--- src/rtl/muldiv_iter_if.sv ---
// Issue/retire bundle between the execute stage and the iterative multiply/divide unit.
// The core drives the request side; the unit drives the response side.
interface muldiv_iter_if #(
    parameter int WIDTH = 32
);
    logic             start_valid;
    logic             start_ready;
    logic [2:0]       op;
    logic [WIDTH-1:0] a;
    logic [WIDTH-1:0] b;
    logic             flush;
    logic [WIDTH-1:0] result;
    logic             result_valid;
    logic             result_ready;
    logic             busy;

    modport master (
        output start_valid, op, a, b, flush, result_ready,
        input  start_ready, result, result_valid, busy
    );

    modport slave (
        input  start_valid, op, a, b, flush, result_ready,
        output start_ready, result, result_valid, busy
    );
endinterface

--- src/rtl/muldiv_iter.sv ---
// Iterative RV32M multiply/divide: WIDTH shift-add / restoring-divide steps on magnitudes,
// followed by one sign-fix cycle; divide special cases may bypass straight to DONE.
module muldiv_iter #(
    parameter int WIDTH          = 32,
    parameter bit BYPASS_SPECIAL = 1'b1
) (
    input logic          clk,
    input logic          rst_n,
    muldiv_iter_if.slave bus
);
    localparam int            CW   = $clog2(WIDTH) + 1;
    localparam logic [CW-1:0] LAST = CW'(WIDTH - 1);

    typedef enum logic [1:0] {IDLE, CALC, FIX, DONE} state_t;

    state_t             state;
    logic [CW-1:0]      cnt;
    logic [2*WIDTH-1:0] acc;
    logic [WIDTH-1:0]   mag_b;
    logic [WIDTH-1:0]   spec_res;
    logic [2:0]         op_q;
    logic               neg;
    logic               special;

    function automatic logic [WIDTH-1:0] neg_if(input logic [WIDTH-1:0] x, input logic n);
        return n ? -x : x;
    endfunction

    logic accept, a_sgn, b_sgn, a_neg, b_neg, div_zero, div_ovf;
    always_comb begin
        accept   = bus.start_valid && bus.start_ready && !bus.flush;
        a_sgn    = (bus.op == 3'b001) || (bus.op == 3'b010) || (bus.op == 3'b100) || (bus.op == 3'b110);
        b_sgn    = (bus.op == 3'b001) || (bus.op == 3'b100) || (bus.op == 3'b110);
        a_neg    = a_sgn && bus.a[WIDTH-1];
        b_neg    = b_sgn && bus.b[WIDTH-1];
        div_zero = bus.op[2] && (bus.b == '0);
        div_ovf  = bus.op[2] && !bus.op[0] && (bus.a == {1'b1, {(WIDTH-1){1'b0}}}) && (bus.b == '1);
    end

    // Multiply keeps the multiplier in acc's low half and shifts right; divide shifts left
    // with the partial remainder in the high half and quotient bits entering at bit 0.
    logic [WIDTH:0]   mul_sum;
    logic [WIDTH:0]   rem_shift;
    logic [WIDTH-1:0] div_sub;
    logic             div_ge;
    always_comb begin
        mul_sum   = {1'b0, acc[2*WIDTH-1:WIDTH]} + (acc[0] ? {1'b0, mag_b} : '0);
        rem_shift = acc[2*WIDTH-1:WIDTH-1];
        div_ge    = rem_shift >= {1'b0, mag_b};
        div_sub   = rem_shift[WIDTH-1:0] - mag_b;
    end

    logic [2*WIDTH-1:0] prod_s;
    logic [WIDTH-1:0]   fixed;
    always_comb begin
        prod_s = neg ? -acc : acc;
        fixed  = prod_s[WIDTH-1:0];
        if (special)
            fixed = spec_res;
        else if (op_q[2])
            fixed = neg_if(op_q[1] ? acc[2*WIDTH-1:WIDTH] : acc[WIDTH-1:0], neg);
        else if (op_q[1:0] != 2'b00)
            fixed = prod_s[2*WIDTH-1:WIDTH];
    end

    always_ff @(posedge clk) begin
        if (accept) begin
            op_q     <= bus.op;
            mag_b    <= neg_if(bus.b, b_neg);
            acc      <= {{WIDTH{1'b0}}, neg_if(bus.a, a_neg)};
            neg      <= (bus.op[2] && bus.op[1]) ? a_neg : (a_neg ^ b_neg);
            special  <= div_zero || div_ovf;
            spec_res <= div_zero ? (bus.op[1] ? bus.a : '1) : (bus.op[1] ? '0 : bus.a);
        end else if (state == CALC) begin
            if (op_q[2])
                acc <= div_ge ? {div_sub, acc[WIDTH-2:0], 1'b1}
                              : {rem_shift[WIDTH-1:0], acc[WIDTH-2:0], 1'b0};
            else
                acc <= {mul_sum, acc[WIDTH-1:1]};
        end
    end

    always_ff @(posedge clk or negedge rst_n) begin
        if (!rst_n) begin
            state            <= IDLE;
            cnt              <= '0;
            bus.result       <= '0;
            bus.result_valid <= 1'b0;
            bus.busy         <= 1'b0;
            bus.start_ready  <= 1'b1;
        end else if (bus.flush) begin
            state            <= IDLE;
            cnt              <= '0;
            bus.result_valid <= 1'b0;
            bus.busy         <= 1'b0;
            bus.start_ready  <= 1'b1;
        end else begin
            case (state)
                IDLE: if (bus.start_valid) begin
                    cnt             <= '0;
                    bus.busy        <= 1'b1;
                    bus.start_ready <= 1'b0;
                    state           <= (BYPASS_SPECIAL && (div_zero || div_ovf)) ? DONE : CALC;
                end
                CALC: begin
                    if (cnt == LAST) begin
                        cnt   <= '0;
                        state <= FIX;
                    end else begin
                        cnt <= cnt + 1'b1;
                    end
                end
                FIX: begin
                    bus.result       <= fixed;
                    bus.result_valid <= 1'b1;
                    state            <= DONE;
                end
                DONE: begin
                    // Bypassed special cases arrive here without a result yet.
                    if (!bus.result_valid) begin
                        bus.result       <= spec_res;
                        bus.result_valid <= 1'b1;
                    end else if (bus.result_ready) begin
                        bus.result_valid <= 1'b0;
                        bus.busy         <= 1'b0;
                        bus.start_ready  <= 1'b1;
                        state            <= IDLE;
                    end
                end
                default: state <= IDLE;
            endcase
        end
    end
endmodule

--- src/flat_wrapper.sv ---
// flat-port wrapper written by rule: the top's interface ports become plain ports
module muldiv_iter_flat 
#(
    parameter int WIDTH          = 32,
    parameter bit BYPASS_SPECIAL = 1'b1
)
  (clk, rst_n, bus_start_valid, bus_op, bus_a, bus_b, bus_flush, bus_result_ready, bus_start_ready, bus_result, bus_result_valid, bus_busy);
  muldiv_iter_if #(.WIDTH(WIDTH)) bus_i ();
  input logic clk;
  input logic rst_n;
  input wire logic [$bits(bus_i.start_valid)-1:0] bus_start_valid;
  input wire logic [$bits(bus_i.op)-1:0] bus_op;
  input wire logic [$bits(bus_i.a)-1:0] bus_a;
  input wire logic [$bits(bus_i.b)-1:0] bus_b;
  input wire logic [$bits(bus_i.flush)-1:0] bus_flush;
  input wire logic [$bits(bus_i.result_ready)-1:0] bus_result_ready;
  output wire logic [$bits(bus_i.start_ready)-1:0] bus_start_ready;
  output wire logic [$bits(bus_i.result)-1:0] bus_result;
  output wire logic [$bits(bus_i.result_valid)-1:0] bus_result_valid;
  output wire logic [$bits(bus_i.busy)-1:0] bus_busy;
  assign bus_i.start_valid = bus_start_valid;
  assign bus_i.op = bus_op;
  assign bus_i.a = bus_a;
  assign bus_i.b = bus_b;
  assign bus_i.flush = bus_flush;
  assign bus_i.result_ready = bus_result_ready;
  assign bus_start_ready = bus_i.start_ready;
  assign bus_result = bus_i.result;
  assign bus_result_valid = bus_i.result_valid;
  assign bus_busy = bus_i.busy;
  muldiv_iter #(.WIDTH(WIDTH), .BYPASS_SPECIAL(BYPASS_SPECIAL)) u_core (.clk(clk), .rst_n(rst_n), .bus(bus_i));
endmodule
--- config.mk ---
export PLATFORM = sky130hd
export DESIGN_NAME = muldiv_iter_flat
export DESIGN_NICKNAME = d
export VERILOG_FILES = /design/src/rtl/muldiv_iter_if.sv /design/src/rtl/muldiv_iter.sv /design/src/flat_wrapper.sv
export SDC_FILE = /design/constraint.sdc
export NUM_CORES = 1
export LEC_CHECK = 0
export CORE_ASPECT_RATIO = 0.75
export CORE_MARGIN = 3
export CORE_UTILIZATION = 42
export DETAILED_ROUTE_END_ITERATION = 12
export MAX_ROUTING_LAYER = met4
export PLACE_DENSITY_LB_ADDON = 0.05
export REMOVE_ABC_BUFFERS = 1
export SKIP_LAST_GASP = 1
export SYNTH_ARGS = -nofsm -noshare
export SYNTH_HDL_FRONTEND = slang
export SYNTH_SLANG_ARGS = --single-unit
--- constraint.sdc ---
create_clock -name clk -period 7.1 [get_ports clk]
set_input_delay 0.71 -clock clk [delete_from_list [all_inputs] [get_ports clk]]
set_output_delay 0.71 -clock clk [all_outputs]
set_load 0.01 [all_outputs]
### Word-level counts from Yosys, hierarchy flattened

Cells that the tools add are included.

* register bits: 176
* input port bits: 72
* output and inout bits: 35
* word-level logic and storage cells: 111

* add/subtract/negate cells: 7
* order comparisons: 1
* equality and inequality tests: 15
* muxes and demuxes: 44
* bitwise gates (word level): 2
* reduce and logical (&&, ||, !) cells: 29

Operators with widths (count)
* 32-bit two-way mux: 14
* 64-bit two-way mux: 3
* 32-bit negation: 3
* 32-bit equality test (second input constant): 2
* 64-bit negation: 1
* 32-bit case mux with 2 select lines: 1
* 32-bit by 32-bit adder with 33-bit output: 1
* 33-bit by 32-bit greater-or-equal comparator with 1-bit output: 1
* 32-bit logical NOT: 1
* 32-bit subtractor: 1
* 6-bit two-way mux: 3
* 1-bit two-way mux: 12
* 2-bit two-way mux: 6
* 6-bit case mux with 2 select lines: 1
* 1-bit logical AND: 9
* 3-bit inequality test (second input constant): 3
* 3-bit nonzero test: 3
* 2-bit case mux with 4 select lines: 1
* 4-bit AND reduction: 2
* 6-bit by 1-bit adder with 6-bit output (second input constant): 1
* 3-bit equality test (second input constant): 2
* 6-bit by 5-bit equality test with 1-bit output (second input constant): 1
* 1-bit logical OR: 6
* 1-bit case mux with 2 select lines: 3
* 13 further kinds: 17

### Longest topological paths before layout

Gate-level depths: netlist of the first run.

* word-level depth: 9
* depth in mapped cells: 15
* gate-level depth less buffers: 13

### Worst setup path after synthesis of the first run

OpenSTA, ideal clock, no wires.

* path type: flip-flop to flip-flop
* start: register u_core.op_q[1]
* end: register u_core.bus.result[14]
* library setup time: 0.132 ns
* arrival time: 3.879 ns
* slack: 3.089 ns
* stages on the path, launching flop included: 15
* path buffers: 5
* cell sequence: edfxtp_1 -> clkbuf_1 -> clkbuf_1 -> buf_1 -> clkbuf_1 -> buf_1 -> mux2i_1 -> ha_1 -> o221ai_1 -> or3_1 -> or2_2 -> nand2_1 -> xor2_1 -> a221oi_1 -> a21oi_1

* cells in the longest elaborated chain, start to end: 6
* elaborated cells between the ends (all ways): 8

RTL lines
* start: declaration: line muldiv_iter.sv:21 `logic [2:0] op_q;`
* start signal: assignment: line muldiv_iter.sv:68 `op_q <= bus.op;`
* 32-bit two-way mux: line muldiv_iter.sv:61 `fixed = neg_if(op_q[1] ? acc[2*WIDTH-1:WIDTH] : acc[WIDTH-1:0], neg);`
* 32-bit negation: line muldiv_iter.sv:26 `return n ? -x : x;`
* 32-bit two-way mux: line muldiv_iter.sv:26
* 32-bit two-way mux *: line muldiv_iter.sv:60 `else if (op_q[2])`
* 32-bit two-way mux *: line muldiv_iter.sv:58 `if (special)`
* 32-bit case mux with 2 select lines *: line muldiv_iter.sv:98 `case (state)`
* end signal: assignment: line muldiv_iter.sv:114 `bus.result <= fixed;`
* end signal: assignment: line muldiv_iter.sv:121 `bus.result <= spec_res;`
* end: declaration: line muldiv_iter_if.sv:24 `output start_ready, result, result_valid, busy`

Every way passes the cells marked *; elsewhere a longest branch is shown, timed or not.
A chain may end at the register's enable or synchronous reset.

### Worst setup path after layout of the first run

* start: input bus_a[4]
* end: register u_core.acc[27], data pin

* cells in the longest elaborated chain, start to end: 3

RTL lines
* start: declaration: line flat_wrapper.sv:13 `input wire logic [$bits(bus_i.a)-1:0] bus_a;`
* 32-bit negation: line muldiv_iter.sv:26
* 32-bit two-way mux: line muldiv_iter.sv:26
* 32-bit two-way mux: line muldiv_iter.sv:67 `if (accept) begin`
* end signal: assignment: line muldiv_iter.sv:70 `acc <= {{WIDTH{1'b0}}, neg_if(bus.a, a_neg)};`
* end signal: assignment: line muldiv_iter.sv:76 `acc <= div_ge ? {div_sub, acc[WIDTH-2:0], 1'b1}`
* end signal: assignment: line muldiv_iter.sv:79 `acc <= {mul_sum, acc[WIDTH-1:1]};`
* end: declaration: line muldiv_iter.sv:18 `logic [2*WIDTH-1:0] acc;`

Every way passes these cells.

==> metrics.yaml, run 1 <==
status:
  status: "completed"
critical_path:
  cp_num_buf_inv: 1
  crit_fanout: 5
  critical_path_class: "in2reg"
  worst-r2r-cell-count: 10
  max_stage_delay_ps: 690
  r2r_start: "u_core.acc[59]"
  crit_top_cell: "or4_1"
  cp_top_family: "simple AND/OR/NAND/NOR gates"
  slowest_stage: "nor3b_1"
  cp_data_required_time_ps: 7280
  crit_chain: "clkdlybuf4s50_1, or4_1, or4_1, or2_2, nor3b_1, and2_1, nand2_1, o41ai_1, xor2_1, a21oi_1"
  reg2reg_to: "u_core.acc[39]"
  worstPathArrival_ps: 4390
  cp-start-kind: "input port"
  endpoint_kind: "register"
  r2r_slack_ps: 2900
routing:
  drt_first_pass_iters: 5
  wire_per_inst_um: 22.6
  vias: 15700
  viasPerCell: 6.14
  ant_nets: 0
  drtIter0Drc: 1683
  drcViolationCount: 0
  wirelength_mm: 57.9
job:
  maxCapViolations: 0
cts:
  clkTransAtPathRegs_ps: 80
  htree_levels: 4
  numCtsBuffers: 17
  cts_root_buffer: "clkbuf_16"
  cts_resized: 0
  clk_path_buf_depth: 2
  clock-sinks: 176
  cts-hold-fix-buffers: 0
  cts_tree: "built"
  clkLatencyLatePin_ps: 460
  post_cts_buffers: 0
timing:
  fin_crit_sh_pct: 59.3
  max_slew.worst_pin.slew_ps: 1080
  hold_viol: 0
  max_freq_ghz: 0.237
  fin_ws_ps: 2890
  setup_violations: 0
  rsz0062_at_grt: "no"
  min_period_ps: 4210
  slew_headroom_pct: 27.7
  fin_tns_setup_ps: 0
  skew_ps: 11.3
  final-max-slew-violation-count: 0
  worst_hold_slack_ps: 382
cells_and_area:
  utilization_pct: 48.2
  layout.cells.non_filler: 2560
  multi_input_area_um2: 10500
  layout-drive-gt1-share_pct: 5.54
  filler_cell_count: 3756
  insertedDiodeCount: 0
  final_nets: 2191
  register_area_um2: 4750
  area_growth_pct: 12.4
  fin_area_um2: 18000
power_and_ir_drop:
  ir_worst_vdd_v: 0.000218
  power.leakage_nw: 6.83
  powerDensity_nw_per_um2: 399
  p_total_mw: 7.19
global_routing:
  grt_overflow: 0
  antenna_found_initial: 0
  groute.usage.overall_pct: 29.2
  grt_max_degree: 84
  grt_pass1_vias: 14600
  grt_pass1_wl_mm: 88.9
place:
  post_dp_cell_area_um2: 17400
  dp_hpwl_mm: 42.8
  io_buffers: 106
  gp_congestion: 0.936
  placedCellCount: 2528
  pre_cts_ws_ps: 2460
logic_synthesis:
  synth_area_leaders: "edfxtp_1 (19%), dfrtp_1 (6.6%), xnor2_1 (6.2%)"
  synthXorXnorAreaFrac_pct: 10.9
  yosys.cell_count.top_type: "nand2_1"
  synthMuxAreaShare_pct: 5.03
  synthSimpleGateAreaFrac_pct: 20.2
  synth.cell_area_um2: 16000
  ys_ff_latch: 176
  avgSynthCellArea_um2: 7.92
  ys.flop_type: "edfxtp_1"
  synth_top_area_cell: "edfxtp_1"
  synthCells: 2024
  synth_fa_ha_area_share_pct: 6.02
  synth_common_cells: "nand2_1 (242), nor2_1 (201), a21oi_1 (176)"
  yosysWarningCount: 0
  synth_top_family_by_area: "compound AO/OA/AOI/OAI gates"
  yosysTopAreaCellShare_pct: 18.9
  synth_edf_count: 101
  async_reset_ff_share_pct: 24.4
  synth_cell_types: 77
  synth_compound_area_share_pct: 23.4
  ys_seq_area_share_pct: 29.6
floorplan:
  fp.dieH_um: 175
  core_area_um2: 37400
  dieArea_um2: 40600
  start_util_pct: 42.9
  io_pins: 107
  num_rows: 61
  die_w_um: 232
hold_path:
  timing.hold.worst.class: "in2async"
[flip-flops by register name (all words and copies together) (netlist names), 2 cells and up]
register / count
u_core.acc: 64
u_core.bus.result: 32
u_core.mag_b: 32
u_core.spec_res: 32
u_core.cnt: 6
u_core.op_q: 3
u_core.state: 2
[power breakdown]
group / switching, mW / leakage (nW) / internal, mW / total (mW)
Clock: 0.473 / 0.290 / 0.535 / 1.01
Combinational: 2.39 / 4.79 / 1.68 / 4.07
Sequential: 0.624 / 1.75 / 1.49 / 2.11
Total: 3.49 / 6.83 / 3.70 / 7.19
[cells by family (layout without fill, tap and decap cells)]
logic type | after synthesis | count (layout)
AND/OR/NAND/NOR | 697 | 697
adder cells (fa/ha/maj) | 76 | 76
flip-flops | 176 | 176
AO/OA/AOI/OAI | 599 | 599
buffers and inverters | 197 | 229
XOR/XNOR | 200 | 200
multiplexers | 79 | 79
[worst max-delay path by stage]
| stage | start | endpoint | cells after the start |
|---|---|---|---|
| after floorplan | bus_b[14] | u_core.spec_res[10] | 8 |
| after global placement | bus_a[4] | u_core.acc[27] | 10 |
| after detailed placement | bus_b[12] | u_core.spec_res[10] | 10 |
| after CTS | bus_b[12] | u_core.spec_res[10] | 10 |
| after global routing | u_core.acc[59] | u_core.acc[39] | 10 |
| final | bus_a[4] | u_core.acc[27] | 10 |
[cell type report]
| type | count | share of cell area [%] |
|---|---|---|
| multi-input combinational | 1651 | 58.5 |
| sequential | 176 | 26.4 |
| timing repair buffer | 132 | 6.94 |
| tap | 504 | 3.50 |
| clock buffer | 18 | 2.44 |
| inverter | 65 | 1.37 |
| clock inverter | 14 | 0.868 |
[cell usage in the layout, fill, tap and decap left out, drive strengths merged, types with 21 or more instances in the layout]
cell and instances:
nor2 201, or3 31, dfrtp 42, nor3 56
o31ai 48, mux2i 66, a21oi 176, edfxtp 101
xor2 86, nand2 242, nand3 34, clkdlybuf4s50 105
a21o 21, ha 74, buf 27, o211ai 23
dfxtp 32, nand4 22, a211oi 25, inv 67
xnor2 114, o21ai 161
[per-layer routing]
layer  vias up  global-route usage (%)  share of wire, %
met5         -                       -                 0
met4         0                    5.24               1.2
met3        49                    3.32               7.0
met2       593                    39.7                41
met1      7673                    46.1                51
li1       7402                       -                 -
Note: power is estimated with default switching activity, not from simulation.
==> run 2, diff against run 1 <==
==> constraint.sdc (replaced) <==
create_clock -name clk -period 4.09 [get_ports clk]
set_input_delay 0.409 -clock clk [delete_from_list [all_inputs] [get_ports clk]]
set_output_delay 0.409 -clock clk [all_outputs]
set_load 0.01 [all_outputs]
==> run 2 against run 1 <==
Against the previous run:
- setup slack lost 2500 ps
- hold slack lost 310 ps
- die area is the same
- power grew 80%
- flip-flop and latch count is the same
- critical path depth grew 3
- via count grew 1.7%
- critical endpoint is now u_core.acc[60]
- largest power group unchanged
==> metrics.yaml, run 2 (same netlist as run 1, synthesis figures left out) <==
cells_and_area:
  utilization_pct: 49.9  # was 48.2%
  area_growth_pct: 16.4  # was 12.4%
  largest_reg_flops: 64  # unchanged
  insertedDiodeCount: 0  # unchanged
  layout-drive-gt1-share_pct: 8.86  # was 5.54%
  final_nets: 2268  # was 2191
  final_cell_mix: "nand2_1 (242), nor2_1 (199), a21oi_1 (176)"  # unchanged
  largest_register: "u_core.acc"  # unchanged
  final_common_cell: "nand2_1"  # unchanged
timing:
  min_period_ps: 3750
  hold_viol: 0  # unchanged
  rsz0062_at_grt: "no"  # unchanged
  setup_violations: 0  # unchanged
  fin_tns_setup_ps: 0  # unchanged
  max_slew.worst_pin.slew_ps: 1000  # was 1080 ps
  max_freq_ghz: 0.267
  final-max-slew-violation-count: 0  # unchanged
  skew_ps: 12.9  # was 11.3 ps
  fin_crit_sh_pct: 91.7
  slew_headroom_pct: 33.0  # was 27.7%
global_routing:
  grt_pass1_wl_mm: 91.4  # was 88.9 mm
  grt_max_degree: 61  # was 84
  grt_pass1_vias: 14900  # was 14600
  grt_overflow: 0  # unchanged
  antenna_found_initial: 0  # unchanged
  groute.usage.overall_pct: 30.2  # was 29.2%
critical_path:
  worst-r2r-cell-count: 13  # was 10
  r2r_start: "u_core.acc[0]"  # was u_core.acc[59]
  endpoint_kind: "register"  # unchanged
  critical_path_class: "reg2reg"  # was in2reg
  r2r_slack_ps: 340  # was 2900 ps
  cp-start-kind: "register"  # was input port
  reg2reg_to: "u_core.acc[60]"  # was u_core.acc[39]
  cp_data_required_time_ps: 4440  # was 7280 ps
  worstPathArrival_ps: 4100  # was 4390 ps
  crit_fanout: 20  # was 5
floorplan:
  fp.dieH_um: 175  # unchanged
  core_area_um2: 37400  # unchanged
  start_util_pct: 42.9  # unchanged
  die_w_um: 232  # unchanged
  dieArea_um2: 40600  # unchanged
  io_pins: 107  # unchanged
  num_rows: 61  # unchanged
routing:
  wire_per_inst_um: 22.8  # was 22.6 um
  wl_met2_mm: 24.2  # was 23.6 mm
  ant_nets: 0  # unchanged
  viasPerCell: 6.06  # was 6.14
  wirelength_mm: 60.0  # was 57.9 mm
  drt_first_pass_iters: 6  # was 5
  wl_met3_mm: 5.18  # was 4.05 mm
  drtIter0Drc: 1574  # was 1683
  drcViolationCount: 0  # unchanged
  wl_met1_mm: 29.6  # about the same
  top_layer: "met4"  # unchanged
  vias: 16000  # was 15700
power_and_ir_drop:
  power_frac_clock_pct: 13.9  # was 14.0%
  switching_share_pct: 47.7  # was 48.5%
  combPwrFrac_pct: 60.4  # was 56.6%
  p_int_mw: 6.76  # was 3.70 mW
  p_sw_mw: 6.18  # was 3.49 mW
  powerDensity_nw_per_um2: 693  # was 399 nW/um2
  power.leakage_nw: 7.22  # was 6.83 nW
  pwr-share-seq_pct: 25.7  # was 29.4%
  ir_worst_vdd_v: 0.000386  # was 0.000218 V
cts:
  cts_resized: 0  # unchanged
  clkLatencyLatePin_ps: 470  # was 460 ps
  htree_levels: 4  # unchanged
  clkTransAtPathRegs_ps: 70  # was 80 ps
  clock-sinks: 176  # unchanged
  post_cts_buffers: 0  # unchanged
  cts_root_buffer: "clkbuf_16"  # unchanged
  cts-hold-fix-buffers: 0  # unchanged
  numCtsBuffers: 17  # unchanged
  clk_path_buf_depth: 2  # unchanged
  cts_tree: "built"  # unchanged
place:
  gp_congestion: 0.932  # was 0.936
  io_buffers: 106  # unchanged
  dp_hpwl_mm: 44.7  # was 42.8 mm
status:
  status: "completed"  # unchanged
hold_path:
  timing.hold.worst.class: "in2async"  # unchanged
job:
  maxCapViolations: 0  # unchanged
run 2: cell type report:
cell class	count	area, um2
sequential	176	4750
clock inverter	14	176
tap	504	631
fill	3727	18700
timing repair buffer	209	1890
clock buffer	18	429
inverter	65	246
multi-input combinational	1651	10500
run 2: critical path, stage by stage, from the launching register on:
cell	delay (ps)
edfxtp_1	380
inv_1	340
buf_4	340
nor2_1	90
ha_1	340
a21oi_1	160
o21ai_0	140
o41ai_1	430
o211a_1	270
nor2_1	80
o22a_1	270
a221oi_1	340
xor2_1	110
a221oi_1	330
run 2: power by group through the flow:
| stage | logic (mW) | clock network [mW] | registers, mW |
|---|---|---|---|
| after floorplan | 4.77 | 0 | 3.36 |
| after global placement | 7.61 | 0 | 3.33 |
| after detailed placement | 7.65 | 0 | 3.34 |
| after CTS | 7.71 | 1.82 | 3.30 |
| after global routing | 8.56 | 1.89 | 3.39 |
| final | 7.82 | 1.80 | 3.32 |
run 2: how the worst max path moves through the flow:
stage	from	end	slack [ps]	cells after the start
after floorplan	u_core.op_q[2]	u_core.bus.result[10]	-600	6
after global placement	bus_a[5]	u_core.acc[27]	300	11
after detailed placement	bus_a[5]	u_core.acc[27]	330	11
after CTS	u_core.acc[0]	u_core.acc[60]	400	13
after global routing	u_core.acc[0]	u_core.acc[60]	100	13
final	u_core.acc[0]	u_core.acc[60]	340	13
run 2: stage by stage:
step,hold WS (ps),cells,power (mW),worst slack (ps),area (um2)
after floorplan,113,1892,8.13,-600,15500
after global placement,460,2605,10.9,302,18100
after detailed placement,470,2605,11.0,329,18100
after CTS,96.3,2637,12.8,398,18700
after global routing,132,2637,13.8,104,18700
final,75.2,2637,12.9,339,18700
run 2: per-layer routing:
| metal | up-vias | track usage [%] |
|---|---|---|
| met5 | - | - |
| met2 | 663 | 41.0 |
| met1 | 7695 | 45.8 |
| met4 | 0 | 6.99 |
| li1 | 7550 | - |
| met3 | 71 | 5.85 |
==> run 3, diff against run 2 <==
--- a/config.mk
+++ b/config.mk
@@ -9,10 +9,12 @@
 export CORE_MARGIN = 3
 export CORE_UTILIZATION = 42
 export DETAILED_ROUTE_END_ITERATION = 12
+export GPL_TIMING_DRIVEN = 0
 export MAX_ROUTING_LAYER = met4
 export PLACE_DENSITY_LB_ADDON = 0.05
 export REMOVE_ABC_BUFFERS = 1
 export SKIP_LAST_GASP = 1
+export SLEW_MARGIN = 20
 export SYNTH_ARGS = -nofsm -noshare
 export SYNTH_HDL_FRONTEND = slang
 export SYNTH_SLANG_ARGS = --single-unit
==> run 3 against run 2 <==
Against the previous run:
- flip-flop and latch count is the same
- combinational power shrank 7.4%
- setup slack lost 220 ps
- register-to-register slack lost 190 ps
- final area decreased by 1.1%
- routed wire length fell by 2.2%
- utilization is 0.56 points lower
- maximum frequency decreased by 5.6%
- clock skew is 5.7 ps higher
- sequential power is 11% higher
- count of clock-buffer cells in the layout unchanged
- critical endpoint is now u_core.acc[27]
==> metrics.yaml, run 3 (same netlist as run 1, synthesis figures left out) <==
routing:
  vias: 15700  # was 16000
  wirelength_mm: 58.7  # was 60.0 mm
  drcViolationCount: 0  # unchanged
  wl_met2_mm: 23.2  # was 24.2 mm
  wl_met1_mm: 29.5  # was 29.6 mm
  wire_per_inst_um: 22.8  # about the same
  ant_nets: 0  # unchanged
  viasPerCell: 6.12  # was 6.06
  wl_met3_mm: 4.68  # was 5.18 mm
  top_layer: "met4"  # unchanged
  drtIter0Drc: 1678  # was 1574
  drt_first_pass_iters: 5  # was 6
timing:
  skew_ps: 18.6  # was 12.9 ps
  rsz0062_at_grt: "no"  # unchanged
  max_freq_ghz: 0.252  # was 0.267 GHz
  setup_violations: 0  # unchanged
  max_slew.worst_pin.slew_ps: 1180  # was 1000 ps
  min_period_ps: 3970  # was 3750 ps
  hold_viol: 0  # unchanged
  fin_tns_setup_ps: 0  # unchanged
  fin_ws_ps: 117  # was 339 ps
  final-max-slew-violation-count: 0  # unchanged
  slew_headroom_pct: 20.5  # was 33.0%
  fin_crit_sh_pct: 97.1  # was 91.7%
power_and_ir_drop:
  power.leakage_nw: 6.95  # was 7.22 nW
  p_sw_mw: 6.14  # was 6.18 mW
  powerDensity_nw_per_um2: 683  # was 693 nW/um2
  switching_share_pct: 48.7  # was 47.7%
  pwr-share-seq_pct: 29.2  # was 25.7%
  power_frac_clock_pct: 13.4  # was 13.9%
  combPwrFrac_pct: 57.4  # was 60.4%
  p_int_mw: 6.48  # was 6.76 mW
  ir_worst_vdd_v: 0.000519  # was 0.000386 V
cts:
  clkLatencyLatePin_ps: 470  # about the same
  numCtsBuffers: 17  # unchanged
  clock-sinks: 176  # unchanged
  clkTransAtPathRegs_ps: 70  # about the same
  cts_root_buffer: "clkbuf_16"  # unchanged
  htree_levels: 4  # unchanged
  cts_tree: "built"  # unchanged
  clk_path_buf_depth: 2  # unchanged
cells_and_area:
  insertedDiodeCount: 0  # unchanged
  final_nets: 2203  # was 2268
  final_common_cell: "nand2_1"  # unchanged
  layout.cells.non_filler: 2572  # was 2637
  layout-drive-gt1-share_pct: 6.91  # was 8.86%
  area_growth_pct: 15.1  # was 16.4%
  largest_register: "u_core.acc"  # unchanged
  final_cell_mix: "nand2_1 (240), nor2_1 (198), a21oi_1 (176)"  # was nand2_1 (242), nor2_1 (199), a21oi_1 (176)
  utilization_pct: 49.4  # was 49.9%
  largest_reg_flops: 64  # unchanged
critical_path:
  r2r_start: "u_core.op_q[1]"  # was u_core.acc[0]
  cp-start-kind: "input port"  # was register
  worstPathArrival_ps: 4150  # was 4100 ps
  endpoint_kind: "register"  # unchanged
  cp-startpoint: "bus_a[3]"  # was u_core.acc[0]
  worstSetupEndpoint: "u_core.acc[27]"  # was u_core.acc[60]
  worst-r2r-cell-count: 11  # was 13
  crit_fanout: 6  # was 20
  r2r_slack_ps: 150  # was 340 ps
  reg2reg_to: "u_core.bus.result[24]"  # was u_core.acc[60]
  cp_data_required_time_ps: 4270  # was 4440 ps
  critical_path_class: "in2reg"  # was reg2reg
place:
  pre_cts_ws_ps: -850  # was 329 ps
  io_buffers: 106  # unchanged
  placedCellCount: 2528  # was 2605
  gp_congestion: 0.941  # was 0.932
  dp_hpwl_mm: 44.1  # was 44.7 mm
global_routing:
  antenna_found_initial: 0  # unchanged
  groute.usage.overall_pct: 29.6  # was 30.2%
  grt_pass1_wl_mm: 89.5  # was 91.4 mm
  grt_overflow: 0  # unchanged
  grt_max_degree: 88  # was 61
  grt_pass1_vias: 14600  # was 14900
floorplan:
  num_rows: 61  # unchanged
  start_util_pct: 42.9  # unchanged
  fp.dieH_um: 175  # unchanged
  die_w_um: 232  # unchanged
  io_pins: 107  # unchanged
  dieArea_um2: 40600  # unchanged
  core_area_um2: 37400  # unchanged
hold_path:
  timing.hold.worst.class: "in2reg"  # was in2async
job:
  maxCapViolations: 0  # unchanged
status:
  status: "completed"  # unchanged
run 3: through the flow:
step	hold WS, ps	total power, mW	area [um2]
2_1_floorplan	113	8.13	15500
3_3_place_gp	456	10.5	17200
3_5_place_dp	305	10.7	17700
4_1_cts	300	12.5	18400
5_1_grt	301	13.5	18500
6_report	316	12.6	18500
run 3: final cells by class:
class                   instances  area [um2]
clock inverters                14         131
clock buffers                  18         439
inverters                      65         253
multi-input cells            1651       10600
flip-flops and latches        176        4750
well taps                     504         631
repair buffers                143        1630
repair inverters                1        5.00
fillers                      3732       18900
run 3: per-layer routing:
| layer | vias up | GRT usage (%) |
|---|---|---|
| met5 | - | - |
| met1 | 7597 | 45.6 |
| met4 | 0 | 7.71 |
| li1 | 7450 | - |
| met3 | 71 | 5.70 |
| met2 | 618 | 38.9 |
run 3: how the worst min path moves through the flow:
stage	start	cells after the start	endpoint	slack, ps
final	bus_op[1]	1	u_core.op_q[1]	320
after global routing	bus_op[1]	1	u_core.op_q[1]	300
after CTS	bus_op[1]	1	u_core.op_q[1]	300
after floorplan	rst_n	0	u_core.bus.busy	110
after detailed placement	rst_n	1	u_core.bus.busy	310
after global placement	u_core.bus.start_ready	2	u_core.bus.start_ready	460
run 3: timing repair:
action | CTS | global route
gates cloned | 1 | 0
setup endpoints to repair | 43 | 31
hold buffers | 1 | 0
pin swaps | 1 | 0
setup buffers | 6 | 3
gates resized for setup | 3 | 10
endpoints found under the hold margin | 12 | 0
run 3: power by group through the flow:
stage	sequential, mW	clock (mW)	combinational [mW]
after global placement	3.76	0	6.77
after global routing	3.76	1.79	7.94
after detailed placement	3.68	0	6.98
after floorplan	3.36	0	4.77
after CTS	3.65	1.71	7.09
final	3.68	1.69	7.24
run 3: worst max-delay path, cell delays in order:
cell	delay (ps)
clkdlybuf4s50_1	520
or4_1	550
or4_1	490
or2_2	370
nor3b_1	590
and2_1	320
nand2_1	200
o41ai_1	430
xor2_1	190
a21oi_1	80
